===== config.mk =====
export PLATFORM = sky130hd
export DESIGN_NAME = del_lfo_flat
export DESIGN_NICKNAME = d
export VERILOG_FILES = /design/src/rtl/del_lfo_if.sv /design/src/rtl/del_lfo.sv /design/src/flat_wrapper.sv
export SDC_FILE = /design/constraint.sdc
export NUM_CORES = 1
export LEC_CHECK = 0
export CAP_MARGIN = 20
export CORE_MARGIN = 4
export CORE_UTILIZATION = 50
export DETAILED_ROUTE_END_ITERATION = 10
export GPL_ROUTABILITY_DRIVEN = 0
export PLACE_DENSITY = 0.72
export REMOVE_ABC_BUFFERS = 1
export SYNTH_ARGS = -nofsm -noshare
export SYNTH_HDL_FRONTEND = slang
export SYNTH_SLANG_ARGS = --single-unit

===== constraint.sdc =====
create_clock -name clk -period 10.79 [get_ports clk]
set_clock_uncertainty 0.15 [all_clocks]
set_input_delay 2.158 -clock clk [delete_from_list [all_inputs] [get_ports clk]]
set_output_delay 2.158 -clock clk [all_outputs]
set_load 0.01 [all_outputs]

===== src/rtl/del_lfo_if.sv =====
// Sample-domain bus between the control registers, the LFO and the delay line.
interface del_lfo_if #(
  parameter int DEL_WIDTH  = 9,
  parameter int RATE_WIDTH = 8
);
  logic                  vld_i;
  logic                  en;
  logic [RATE_WIDTH-1:0] rate;
  logic [DEL_WIDTH-1:0]  depth;
  logic [DEL_WIDTH-1:0]  base;
  logic [DEL_WIDTH-1:0]  del_o;
  logic                  del_vld;

  modport master (output vld_i, en, rate, depth, base, input del_o, del_vld);
  modport slave  (input vld_i, en, rate, depth, base, output del_o, del_vld);
endinterface


===== src/rtl/del_lfo.sv =====
// Triangle LFO delay modulator: tri scaled by depth plus base, clamped to [1, BUFR_DEPTH-1].
// Optional macro DEL_LFO_SLEW_LIMIT_EN limits del_o to one sample of change per update.
module del_lfo #(
  parameter int BUFR_DEPTH = 512,
  parameter int ACC_WIDTH  = 16,
  parameter int RATE_WIDTH = 8
) (
  input  logic     clk,
  input  logic     rst,
  del_lfo_if.slave bus
);
  localparam int DEL_WIDTH = $clog2(BUFR_DEPTH);
  localparam int SW = ((ACC_WIDTH > RATE_WIDTH) ? ACC_WIDTH : RATE_WIDTH) + 1;
  localparam logic [ACC_WIDTH-1:0] MAX = '1;
  localparam logic [SW-1:0] MAX_W = SW'(MAX);
  localparam logic [DEL_WIDTH:0] LIM = (DEL_WIDTH+1)'(BUFR_DEPTH - 1);

  typedef enum logic [1:0] {IDLE, RISE, FALL} state_t;

  state_t                          state;
  logic [ACC_WIDTH-1:0]            tri_acc;
  logic                            pend;
  logic [SW-1:0]                   tri_w;
  logic [SW-1:0]                   rate_w;
  logic [ACC_WIDTH+DEL_WIDTH-1:0]  prod;
  logic [DEL_WIDTH-1:0]            offset;
  logic [DEL_WIDTH:0]              sum;
  logic [DEL_WIDTH-1:0]            target;

  assign tri_w  = SW'(tri_acc);
  assign rate_w = SW'(bus.rate);
  assign prod   = {{DEL_WIDTH{1'b0}}, tri_acc} * {{ACC_WIDTH{1'b0}}, bus.depth};
  assign offset = DEL_WIDTH'(prod >> ACC_WIDTH);
  assign sum    = {1'b0, bus.base} + {1'b0, offset};

  always_comb begin
    target = DEL_WIDTH'(sum);
    if (sum > LIM)
      target = LIM[DEL_WIDTH-1:0];
    else if (sum == '0)
      target = DEL_WIDTH'(1);
  end

  // pend delays the update one cycle so the output sees the freshly stepped tri
  always_ff @(posedge clk) begin
    if (rst) begin
      state       <= IDLE;
      tri_acc     <= '0;
      pend        <= 1'b0;
      bus.del_o   <= DEL_WIDTH'(1);
      bus.del_vld <= 1'b0;
    end else begin
      pend        <= bus.vld_i;
      bus.del_vld <= pend;
      if (pend) begin
`ifdef DEL_LFO_SLEW_LIMIT_EN
        if (target > bus.del_o)
          bus.del_o <= bus.del_o + DEL_WIDTH'(1);
        else if (target < bus.del_o)
          bus.del_o <= bus.del_o - DEL_WIDTH'(1);
`else
        bus.del_o <= target;
`endif
      end

      if (!bus.en) begin
        state   <= IDLE;
        tri_acc <= '0;
      end else begin
        case (state)
          IDLE: state <= RISE;
          RISE: begin
            if (bus.vld_i && bus.rate != '0) begin
              if (tri_w + rate_w >= MAX_W) begin
                tri_acc <= MAX;
                state   <= FALL;
              end else begin
                tri_acc <= tri_acc + ACC_WIDTH'(bus.rate);
              end
            end
          end
          FALL: begin
            if (bus.vld_i && bus.rate != '0) begin
              if (tri_w <= rate_w) begin
                tri_acc <= '0;
                state   <= RISE;
              end else begin
                tri_acc <= tri_acc - ACC_WIDTH'(bus.rate);
              end
            end
          end
          default: begin
            state   <= IDLE;
            tri_acc <= '0;
          end
        endcase
      end
    end
  end
endmodule


===== src/flat_wrapper.sv =====
// flat-port wrapper written by rule: the top's interface ports become plain ports
module del_lfo_flat 
#(
  parameter int BUFR_DEPTH = 512,
  parameter int ACC_WIDTH  = 16,
  parameter int RATE_WIDTH = 8
)
  (clk, rst, bus_vld_i, bus_en, bus_rate, bus_depth, bus_base, bus_del_o, bus_del_vld);
  del_lfo_if #(.DEL_WIDTH(9), .RATE_WIDTH(RATE_WIDTH)) bus_i ();
  input  logic clk;
  input  logic rst;
  input wire logic [$bits(bus_i.vld_i)-1:0] bus_vld_i;
  input wire logic [$bits(bus_i.en)-1:0] bus_en;
  input wire logic [$bits(bus_i.rate)-1:0] bus_rate;
  input wire logic [$bits(bus_i.depth)-1:0] bus_depth;
  input wire logic [$bits(bus_i.base)-1:0] bus_base;
  output wire logic [$bits(bus_i.del_o)-1:0] bus_del_o;
  output wire logic [$bits(bus_i.del_vld)-1:0] bus_del_vld;
  assign bus_i.vld_i = bus_vld_i;
  assign bus_i.en = bus_en;
  assign bus_i.rate = bus_rate;
  assign bus_i.depth = bus_depth;
  assign bus_i.base = bus_base;
  assign bus_del_o = bus_i.del_o;
  assign bus_del_vld = bus_i.del_vld;
  del_lfo #(.BUFR_DEPTH(BUFR_DEPTH), .ACC_WIDTH(ACC_WIDTH), .RATE_WIDTH(RATE_WIDTH)) u_core (.clk(clk), .rst(rst), .bus(bus_i));
endmodule

* Word-level counts from Yosys, hierarchy flattened
Index checks and enable logic that the tools add are counted.
Operators by class: $mul 1, eq/ne operators 6, order comparisons 3, multiplexer cells 12, bitwise logic cells 2, $add $sub $neg 4, reductions and logical operators 7
Operator list (number):
- $mux 16 | 4
- $pmux 16 s3 | 1
- $mul 16x9->25 | 1
- $mux 9 | 2
- $add 16x8->17 | 1
- $ge 17x16->1 const B | 1
- $add 16x8->16 | 1
- $le 16x8->1 | 1
- $sub 16x8->16 | 1
- $add 9x9->10 | 1
- $gt 10x9->1 const B | 1
- $logic_not 10->1 | 1
- $mux 2 | 4
- $ne 2x1->1 const B | 4
- $reduce_bool 8->1 | 1
- $pmux 2 s3 | 1
- $reduce_and 4->1 | 1
- $reduce_and 3->1 | 1
- $eq 2x1->1 const B | 1
- $eq 2x2->1 const B | 1
- $logic_not 2->1 | 1
- $not 1->1 | 2
- $reduce_or 2->1 | 1
- $logic_and 1x1->1 | 1
Storage, ports and cells: output and inout port bits 10, bits in registers 29, bits of input ports 30, logic and storage cells 40

* Logic depth before layout (Yosys ltp)
depth in word-level cells 5, depth in mapped cells 27, depth with buffers taken out 26

* Worst setup path before layout
No wires, ideal clock.
path type input to register, start point input port bus_depth[2], end point register u_core.bus.del_o[1], path buffers 1, arrival time 7.882 ns, stages on the path 25, data required time 10.498 ns, setup slack 2.616 ns, setup time 0.142 ns, cell sequence clkbuf_1 nand2_1 fa_1 inv_1 fa_1 fa_1 inv_1 fa_1 inv_1 ha_1 a21oi_1 o21ai_0 a211oi_1 nor3_1 a221oi_1 nor2b_1 nor2_1 xnor2_1 ha_1 or2_2 a21oi_1 a21oi_1 a21o_1 a21oi_1 a211oi_1
On the way: cells in the longest elaborated chain, start to end 5, elaborated cells between the ends (all ways) 6, classes of those cells add/sub: 1; mul: 1; order compare: 1; mux: 2; reduce/logical: 1
Ends and longest elaborated chain:
- start: declaration | RTL line flat_wrapper.sv:15 | input wire logic [$bits(bus_i.depth)-1:0] bus_depth;
- $mul 16x9->25 * | RTL line del_lfo.sv:32 | assign prod = {{DEL_WIDTH{1'b0}}, tri_acc} * {{ACC_WIDTH{1'b0}}, bus.depth};
- $add 9x9->10 * | RTL line del_lfo.sv:34 | assign sum = {1'b0, bus.base} + {1'b0, offset};
- parallel branches: the longest is 2 deep, another holds $gt 10x9->1
- $mux 9 * | RTL line del_lfo.sv:38 | if (sum > LIM)
- end signal: assignment | RTL line del_lfo.sv:62 | bus.del_o <= target;
- end: declaration | RTL line del_lfo_if.sv:15 | modport slave (input vld_i, en, rate, depth, base, output del_o, del_vld);
Mark *: on every way between the ends. A chain may end at the register's enable or synchronous reset.

* Final worst setup path
start point input port bus_depth[5], end point register u_core.bus.del_o[4]
The elaborated chain is that of the path after synthesis.

==> impl_metrics.yaml <==
outcome:
  run_status: "finished clean"
clock_tree:
  cts-hold-fix-buffers: 0
  postCtsSetupRepairBufs: 0
  cts-root-to-sink-buffers: 2
  clk_pin_slew_worst_paths_ns: 0.05
  clock_root_cell: "clkbuf_16"
  cts-buffers-inserted: 5
  htreeDepth: 2
  numClockSinks: 29
  ctsResizeCount: 0
  worstSkewPairLatency_ns: 0.28
  tritoncts_clock_tree: "done"
drt:
  totalWireLength_um: 16500
  remaining_drc_errors: 0
  number_of_iterations_in_the_first_detailed_routing_pass: 5
  wl_per_cell_um: 15.8
  via_count: 5854
  drt_iter0_drcs: 415
  drtAntennaViolNets: 0
  route.detailed.vias_per_inst: 5.60
timing:
  worst_slack_ns: 1.47
  setup_tns_ns: 0
  hold_viol: 0
  hold_ws_ns: 0.345
  timing.final.max_slew_violations: 0
  setup_viol: 0
  worst_slew_pin_slew_ns: 0.795
  timing.slew.headroom_pct: 46.9
  post-route-min-period_ns: 9.32
  grt_setup_unrepaired: "false"
  max_clock_freq_mhz: 107
  post-route-period-util_pct: 86.4
worst_setup_path:
  cp.arrival_ns: 9.29
  timing.critical_path.required_ns: 10.76
  critPathKind: "input pin to register"
  timing.rr.start: "u_core.tri_acc[9]"
  cp-start-kind: "input pin"
  cp_max_fo: 16
  rr_worst_depth: 24
  r2r_slack_ns: 3.39
  end_kind: "register"
  reg2reg_to: "u_core.bus.del_o[4]"
grt:
  grt_antenna_before_repair: 0
  grt_overflow: 0
  first_global_vias: 5806
  grt_pass1_wl_um: 28400
  track_usage_pct: 21.2
  grt_start_max_net_pins: 28
power:
  vdd_drop_max_mv: 0.0601
  cellInternalPower_mw: 0.222
  comb_power_share_pct: 21.2
  power_switching_mw: 0.0890
  sequentialPowerShare_pct: 36.2
  share_clk_of_total_power_pct: 42.5
  power_leakage_nw: 3.72
  p_per_area_nw_per_um2: 40.6
  switching_power_as_a_share_of_total_power_pct: 28.6
synthesis:
  ys_types: 68
  syn_inst: 868
  yosys_warnings: 0
  synth-seq-area-share_pct: 8.18
  synthDominantCellAreaShare_pct: 28.5
  ys_async_sr_fraction_pct: 0
  synth_top_cell_by_area: "fa_1"
  yosys.area_share.xor_xnor_pct: 3.33
  synth_edf_count: 0
  ys_seq_elements: 29
  synthesis.area_um2: 7100
  synth_top_family_by_area: "adder cells"
  synth_flop_cell: "dfxtp_1"
  synth_adder_area_share_pct: 40.7
  synthesis.area_per_instance_um2: 8.17
  synth-compound-area-share_pct: 15.5
  basic_gate_share_of_the_synthesized_area_counting_and_or_nand_and_nor_cells_pct: 22.2
  synth_top_cells_by_area: "fa_1, ha_1, dfxtp_1"
  synth.mux.area_fraction_pct: 0.141
floorplan:
  dieWidth_um: 127
  rows: 43
  io_pins: 40
  die-height_um: 127
  fp.dieArea_um2: 16200
  initial_core_util_pct: 51.1
  placeableCoreArea_um2: 13900
flow_run:
  maxCapViolations: 0
worst_hold_path:
  hold-path-endpoint: "u_core.bus.del_o[5]"
  holdCritPathClass: "register to register"
  worstHoldPathCells: 2
  worstHoldStart: "u_core.bus.del_o[5]"
cells_and_area:
  most_used_cells_in_the_layout_excluding_fill_and_tap_cells: "inv_1, fa_1, nand2_1"
  finish.utilization_pct: 55.3
  mostFrequentLayoutCell: "inv_1"
  antenna_cells_inserted: 0
  proportion_of_layout_cells_with_a_drive_suffix_above_1_pct: 3.35
  filler_cell_count: 1329
  fin_nets: 1065
  synthToLayoutAreaGrowth_pct: 8.13
placed_design:
  pre_cts_ws_ns: 1.17
  count_of_port_buffers_added_during_placement: 39
  hpwlAfterDp_um: 12800
-- per-stage QoR --
step           total power [mW]  instance area (um^2)  std cells
4_1_cts                   0.314                  7670       1046
2_1_floorplan             0.146                  6900        818
3_3_place_gp              0.180                  7530       1038
5_1_grt                   0.325                  7670       1046
6_report                  0.311                  7670       1046
3_5_place_dp              0.180                  7530       1038
-- layer usage --
layer  wire length, um  GRT usage (%)  vias up
met2              7580           34.7      164
met1              7750           30.4     2837
li1                  -              -     2831
met4               252           4.23        0
met5                 0              0        -
met3               894           2.84       22
-- final cells by class --
class	count	area (um^2)	share of cell area (%)
inverter	136	510	6.65
clock buffer	5	125	1.63
clock inverter	3	17.5	0.228
tap	180	225	2.94
sequential	29	581	7.57
multi-input combinational	653	5820	75.8
timing repair buffer	40	398	5.19
-- Yosys cell counts, types with 15 or more instances --
cell	n
ha_1	69
xnor2_1	17
a211oi_1	15
a21oi_1	32
and2_1	79
a221oi_1	17
inv_1	136
dfxtp_1	29
nand2_1	100
o21ai_0	30
clkbuf_1	41
fa_1	101
nor2_1	44
-- critical path, cell delays in order --
cell	delay [ns]
clkdlybuf4s50_1	0.74
and2_1	0.35
fa_1	0.55
fa_1	0.44
fa_1	0.55
inv_1	0.06
fa_1	0.53
inv_1	0.05
ha_1	0.29
a21oi_1	0.30
nand2_1	0.08
a211oi_1	0.36
nor3_1	0.14
a221oi_1	0.57
nor2b_1	0.13
nor2_1	0.13
xnor2_1	0.13
ha_1	0.28
or2_2	0.30
a21oi_1	0.15
a21oi_1	0.08
a21o_1	0.20
a21oi_1	0.55
a211oi_1	0.16
-- flip-flops by register name (all words and copies together) (netlist names) --
register	cells
u_core.bus.del_o	9
u_core.state	2
u_core.pend	1
u_core.bus.del_vld	1
u_core.tri_acc	16
-- power by group through the flow --
stage          logic, mW  clock network [mW]  registers, mW
2_1_floorplan     0.0307                   0          0.115
3_3_place_gp      0.0652                   0          0.115
3_5_place_dp      0.0653                   0          0.115
4_1_cts           0.0657               0.135          0.113
5_1_grt           0.0722               0.140          0.113
6_report          0.0661               0.132          0.113
-- how the worst max path moves through the flow --
stage | start | to | slack (ns) | cells past startpoint
final | bus_depth[5] | u_core.bus.del_o[4] | 1.47 | 24
after global routing | bus_depth[2] | u_core.bus.del_o[1] | 0.86 | 25
after CTS | bus_depth[5] | u_core.bus.del_o[2] | 1.44 | 24
after detailed placement | bus_depth[5] | u_core.bus.del_o[2] | 1.17 | 24
after global placement | bus_depth[8] | u_core.bus.del_o[8] | 1.25 | 24
after floorplan | bus_depth[8] | u_core.bus.del_o[1] | 2.80 | 23
-- cell families after synthesis --
kind of cell	count (synthesis)
compound gates	152
xor+xnor	27
fa+ha+maj	170
buf+inv	186
flops	29
mux	1
simple gates	303
Power figures use the tool's default switching activity.
